==> config.mk <==
export PLATFORM = sky130hd
export DESIGN_NAME = mem_rd_stage
export DESIGN_NICKNAME = d
export VERILOG_FILES = /design/src/rtl/mem_rd_pkg.sv /design/src/rtl/mem_byte_align.sv /design/src/rtl/mem_rd_stage.sv
export SDC_FILE = /design/constraint.sdc
export NUM_CORES = 1
export LEC_CHECK = 0
export BUFFER_PORTS_ARGS = -buffer_cell sky130_fd_sc_hd__clkbuf_2
export CORE_MARGIN = 2
export CORE_UTILIZATION = 30
export CTS_CLUSTER_DIAMETER = 80
export DETAILED_ROUTE_END_ITERATION = 8
export GPL_ROUTABILITY_DRIVEN = 0
export PLACE_DENSITY = 0.59
export SLEW_MARGIN = 15
export SYNTH_ARGS = -nofsm -noshare
export SYNTH_HDL_FRONTEND = slang
export SYNTH_SLANG_ARGS = --single-unit
==> constraint.sdc <==
create_clock -name clk -period 2.6 [get_ports clk]
set_input_delay 0.13 -clock clk [delete_from_list [all_inputs] [get_ports clk]]
set_output_delay 0.13 -clock clk [all_outputs]
set_load 0.005 [all_outputs]
==> src/rtl/mem_rd_pkg.sv <==
// mem_rd_pkg: shared state encoding, request-size codes and line geometry for the memory-read stage.
package mem_rd_pkg;
  localparam int LINE_B = 16;
  localparam int OFF_W  = $clog2(LINE_B);
  typedef enum logic [1:0] {
    ST_IDLE = 2'd0,
    ST_REQ1 = 2'd1,
    ST_REQ2 = 2'd2,
    ST_DONE = 2'd3
  } state_t;
  localparam logic [1:0] SZ_1B = 2'b00;
  localparam logic [1:0] SZ_2B = 2'b01;
  localparam logic [1:0] SZ_4B = 2'b10;
  function automatic logic [2:0] size_bytes(input logic [1:0] sz);
    return sz == SZ_1B ? 3'd1 : sz == SZ_2B ? 3'd2 : 3'd4;
  endfunction
endpackage

==> src/rtl/mem_byte_align.sv <==
// mem_byte_align: selects n little-endian bytes at offset off from {lineB,lineA}, zero-extended to DW.
module mem_byte_align
  import mem_rd_pkg::*;
#(
  parameter int DW = 32
) (
  input  logic [16*LINE_B-1:0] i_lines,
  input  logic [OFF_W-1:0]     i_off,
  input  logic [2:0]           i_n,
  output logic [DW-1:0]        o_data
);
  logic [16*LINE_B-1:0] w_shift;
  logic [DW-1:0]        w_mask;
  assign w_shift = i_lines >> {i_off, 3'b000};
  assign w_mask  = i_n == 3'd1 ? DW'(8'hFF) : i_n == 3'd2 ? DW'(16'hFFFF) : DW'(32'hFFFF_FFFF);
  assign o_data  = w_shift[DW-1:0] & w_mask;
endmodule

==> src/rtl/mem_rd_stage.sv <==
// mem_rd_stage: issues one or two line reads per load micro-op and returns the aligned,
// zero-extended result, stalling the upstream latch while a read is outstanding.
module mem_rd_stage
  import mem_rd_pkg::*;
#(
  parameter int PA_W = 15,
  parameter int DW   = 32
) (
  input  logic                clk,
  input  logic                rst,
  input  logic                i_v,
  input  logic                i_mem_rd,
  input  logic [PA_W-1:0]     i_phys_addr,
  input  logic [1:0]          i_reqSize,
  input  logic                i_spill,
  input  logic                i_flush,
  input  logic                i_stall,
  output logic                o_stall,
  output logic                o_dc_req,
  output logic [PA_W-1:0]     o_dc_addr,
  input  logic                i_dc_ready,
  input  logic [8*LINE_B-1:0] i_dc_rdata,
  output logic                o_v,
  output logic [DW-1:0]       o_data
);
  state_t                r_state, w_next;
  logic [PA_W-1:0]       r_addr;
  logic [1:0]            r_size;
  logic                  r_spill;
  logic [8*LINE_B-1:0]   r_line_a;
  logic                  r_v;
  logic [DW-1:0]         r_data;
  logic                  w_acc, w_fin;
  logic [PA_W-1:0]       w_base;
  logic [16*LINE_B-1:0]  w_lines;
  logic [DW-1:0]         w_aligned;

  assign w_acc  = i_v & ~i_flush & (r_state == ST_IDLE | (r_state == ST_DONE & ~i_stall));
  assign w_fin  = ~i_flush & i_dc_ready & ((r_state == ST_REQ1 & ~r_spill) | r_state == ST_REQ2);
  assign w_base = {r_addr[PA_W-1:OFF_W], {OFF_W{1'b0}}};
  // The final line is aligned straight off the cache bus so the result registers on the last ready.
  assign w_lines = r_state == ST_REQ2 ? {i_dc_rdata, r_line_a} : {{(8*LINE_B){1'b0}}, i_dc_rdata};

  mem_byte_align #(.DW(DW)) u_align (
    .i_lines (w_lines),
    .i_off   (r_addr[OFF_W-1:0]),
    .i_n     (size_bytes(r_size)),
    .o_data  (w_aligned)
  );

  always_comb begin
    w_next = r_state;
    if (i_flush) w_next = ST_IDLE;
    else if (w_acc) w_next = i_mem_rd ? ST_REQ1 : ST_DONE;
    else if (r_state == ST_REQ1 & i_dc_ready) w_next = r_spill ? ST_REQ2 : ST_DONE;
    else if (r_state == ST_REQ2 & i_dc_ready) w_next = ST_DONE;
    else if (r_state == ST_DONE & ~i_stall) w_next = ST_IDLE;
  end

  always_ff @(posedge clk or negedge rst)
    if (!rst) begin
      r_state  <= ST_IDLE;
      r_addr   <= '0;
      r_size   <= '0;
      r_spill  <= 1'b0;
      r_line_a <= '0;
      r_v      <= 1'b0;
      r_data   <= '0;
    end else begin
      r_state <= w_next;
      r_v     <= w_next == ST_DONE;
      if (w_acc) begin
        r_addr  <= i_phys_addr;
        r_size  <= i_reqSize;
        r_spill <= i_spill;
      end
      if (r_state == ST_REQ1 & i_dc_ready) r_line_a <= i_dc_rdata;
      if (w_acc & ~i_mem_rd) r_data <= '0;
      else if (w_fin) r_data <= w_aligned;
    end

  assign o_stall   = r_state == ST_REQ1 | r_state == ST_REQ2 | (r_state == ST_DONE & i_stall);
  assign o_dc_req  = r_state == ST_REQ1 | r_state == ST_REQ2;
  assign o_dc_addr = r_state == ST_REQ1 ? w_base : r_state == ST_REQ2 ? w_base + PA_W'(LINE_B) : '0;
  assign o_v       = r_v;
  assign o_data    = r_data;
endmodule
==> results.txt <==
H-tree depth = 4
Drt drc = 0
Worst Slack Setup Final = 0.173 ns
EDFF count, synth = 0
Run status = finished clean
Clock buffer depth = 2
Final Max Slew Viols = 0
CP max FO = 7
Minimum clock period = 2.43 ns
Hold Path End = o_v
Yosys warning count = 0
Die H = 210 um
Slew headroom = 48.6%
Mux contribution to synthesized area = 41.4%
Hold Crit Depth = 4
Largest net degree at the start of global routing = 76
Dominant combinational cell family by area after synthesis = multiplexers
Async set or reset register ratio after synthesis = 100%
Via count = 11000
I/O pin total = 203
Pwr/cell area = 1110 nW/um^2
DRT Pass-1 Iters = 6
Share of post-route cells with drive strength above 1 = 42.1%
Setup_tns = 0 ns
Crit path buffers/inverters = 3
Core Area = 41900 um^2
Clock root cell = clkbuf_16
Hold Path Class = in2reg
HPWL after detailed placement = 34100 um
Area delta synth->final = 31.3%
Startpoint Class = register
Place WS = 0.166 ns
WL/cell = 23.1 um
Mean Syn Cell Area = 12.1 um^2
Port bufs = 198
Clock latency at the later pin of the worst-skew pair = 0.47 ns
Setup crit end kind = register
Syn Inst Count = 1051
Initial antenna violation count = 0
Clock sinks = 181
Cell Chain, Critical Path = inv_1 -> ha_4 -> buf_4 -> buf_4 -> mux4_2 -> a211oi_1 -> nor4_1 -> a22o_1
Xor and xnor fraction of the mapped netlist area = 0.276%
Reg2reg start = r_state[0]
Commonest non-fill, non-tap cell in the layout = clkbuf_2
Synth cell types = 57
Sequential area share after synthesis = 35.7%
Commonest non-fill, non-tap cells in the layout = clkbuf_2 (197), dfrtp_1 (177), mux2_2 (164), dlygate4sd3_1 (149), mux4_2 (113)
First-pass GRT wire length = 68900 um
# diodes = 0
Synth Area in Compound Gates = 10.7%
Max_cap viols = 0
Post-synthesis simple-gate area fraction = 6.85%
Max Clock Freq = 412 MHz
Clk pin slew, worst setup/hold paths = 0.08 ns
Cell leakage power = 6.81 nW
CP max stage cell = mux4_2
Delay-heaviest family, CP = multiplexers
Worst-Margin Slew = 0.770 ns
Most used cell, CP = buf_4
CP Data Arrival Time = 2.79 ns
Final Hold Vio Count = 0
Reg2Reg Setup Slack = 0.17 ns
GRT overflow = 0
Starting density of the core = 30.3%
Die area = 44000 um^2
Critical path class = reg2reg
FP Rows = 75
Worst EP required = 2.96 ns
Cell count after placement = 1763
Reg-to-Reg End = o_data[6]
Non-Filler Instances = 1946
Final hold slack = 0.126 ns
Syn Std Cell Area = 12700 um^2
Final worst path period share = 93.4%
Max stage delay on crit path = 0.54 ns
Core Util, Final = 39.8%
Ys flop type = dfrtp_1
VDD IR max = 0.592 mV
Nets@finish = 1553
Reg2Reg Depth = 8
Die width = 210 um
Post-route ant nets = 0
CTS buffer count = 17
Hold Path Origin = i_mem_rd
Clock skew = 0.0127 ns
Total Wirelength = 45000 um
Fill count = 4054
Post-Synth Adder-Cell Area = 0.591%
Setup violators final = 0
CTS tree = built
Number of global-route vias before repair = 10900
Iteration-0 DRC Markers = 1109
Yosys reg bits = 181
Via-to-Cell Ratio = 5.65
Gr usage total = 20.6%
per-stage QoR:
stage	power [W]	area [um^2]
floorplan	0.0123	12700
global placement	0.0152	14600
detailed placement	0.0154	14600
CTS	0.0183	16600
global route	0.0195	16700
finish	0.0184	16700
per-layer routing:
layer  track usage (%)  share of wire [%]  vias to the layer above
met5                 0                  0                        -
met4              7.73                3.0                        0
met3              4.49                7.2                       82
met2              29.9                 43                      511
met1              29.9                 46                     5597
li1                  -                  -                     4799
worst max path at each step:
stage          startpoint             to  slack (ns)  cells past startpoint
2_1_floorplan  r_state[0]     o_data[13]        0.30                      9
3_3_place_gp   r_state[0]     o_data[17]        0.16                      8
3_5_place_dp   r_state[0]     o_data[17]        0.17                      8
4_1_cts        r_state[1]  o_dc_addr[13]        0.04                      7
5_1_grt        r_state[1]  o_dc_addr[10]      -0.004                      8
6_report       r_state[0]      o_data[6]        0.17                      8
layout make-up:
type	instances	area, um^2	area share (%)
clock buffer	17	425	2.55
tap	539	674	4.05
sequential	181	4540	27.2
timing repair buffer	418	3190	19.1
clock inverter	15	170	1.02
inverter	9	33.8	0.203
multi-input combinational	767	7640	45.8
report_power, final:
| part | switching [W] | internal, W |
|---|---|---|
| combinational | 0.00487 | 0.00532 |
| sequential | 0.00135 | 0.00419 |
| clock | 0.00138 | 0.00130 |
| total | 0.00761 | 0.0108 |
worst register-to-register path, stage by stage (launching register included):
cell,delay (ns)
dfrtp_1,0.41
inv_1,0.16
ha_4,0.26
buf_4,0.19
buf_4,0.18
mux4_2,0.54
a211oi_1,0.26
nor4_1,0.10
a22o_1,0.20
timing repair:
action / CTS / global route
endpoints found under the hold margin: 219 / 0
setup buffers: 0 / 2
setup endpoints to repair: 0 / 7
hold buffers: 149 / 0
resized for setup: 0 / 3
synth_stat cells, drive strengths merged, types with 5 or more instances:
master | instances | area [um^2]
ha | 6 | 75.1
dfrtp | 181 | 4530
nand2b | 7 | 43.8
nor2 | 35 | 131
a32o | 9 | 90.1
buf | 47 | 348
a31oi | 5 | 31.3
a22o | 5 | 43.8
o221ai | 7 | 61.3
o21ai | 54 | 270
a22oi | 12 | 90.1
mux2 | 164 | 1850
inv | 7 | 26.3
nor2b | 11 | 68.8
o22ai | 16 | 100
a211oi | 18 | 135
o31ai | 5 | 37.5
or3 | 5 | 31.3
mux2i | 78 | 781
nor3 | 10 | 50.1
a21oi | 31 | 155
a221oi | 5 | 43.8
nand2 | 83 | 312
nand3 | 19 | 95.1
mux4 | 116 | 2620
o211ai | 8 | 60.1
clkbuf | 50 | 188
and2 | 12 | 75.1
logic make-up after synthesis:
family / after synthesis
simple gates: 192
compound gates: 203
buf+inv: 106
other cells: 1
flops: 181
mux: 358
fa+ha+maj: 6
xor+xnor: 4
state kept, by name, indices dropped and copies added, names as in the netlist:
name / flops
r_addr: 15
r_line_a: 128
r_spill: 1
o_data: 32
r_state: 2
r_size: 2
o_v: 1
Power figures use the tool's default switching activity.
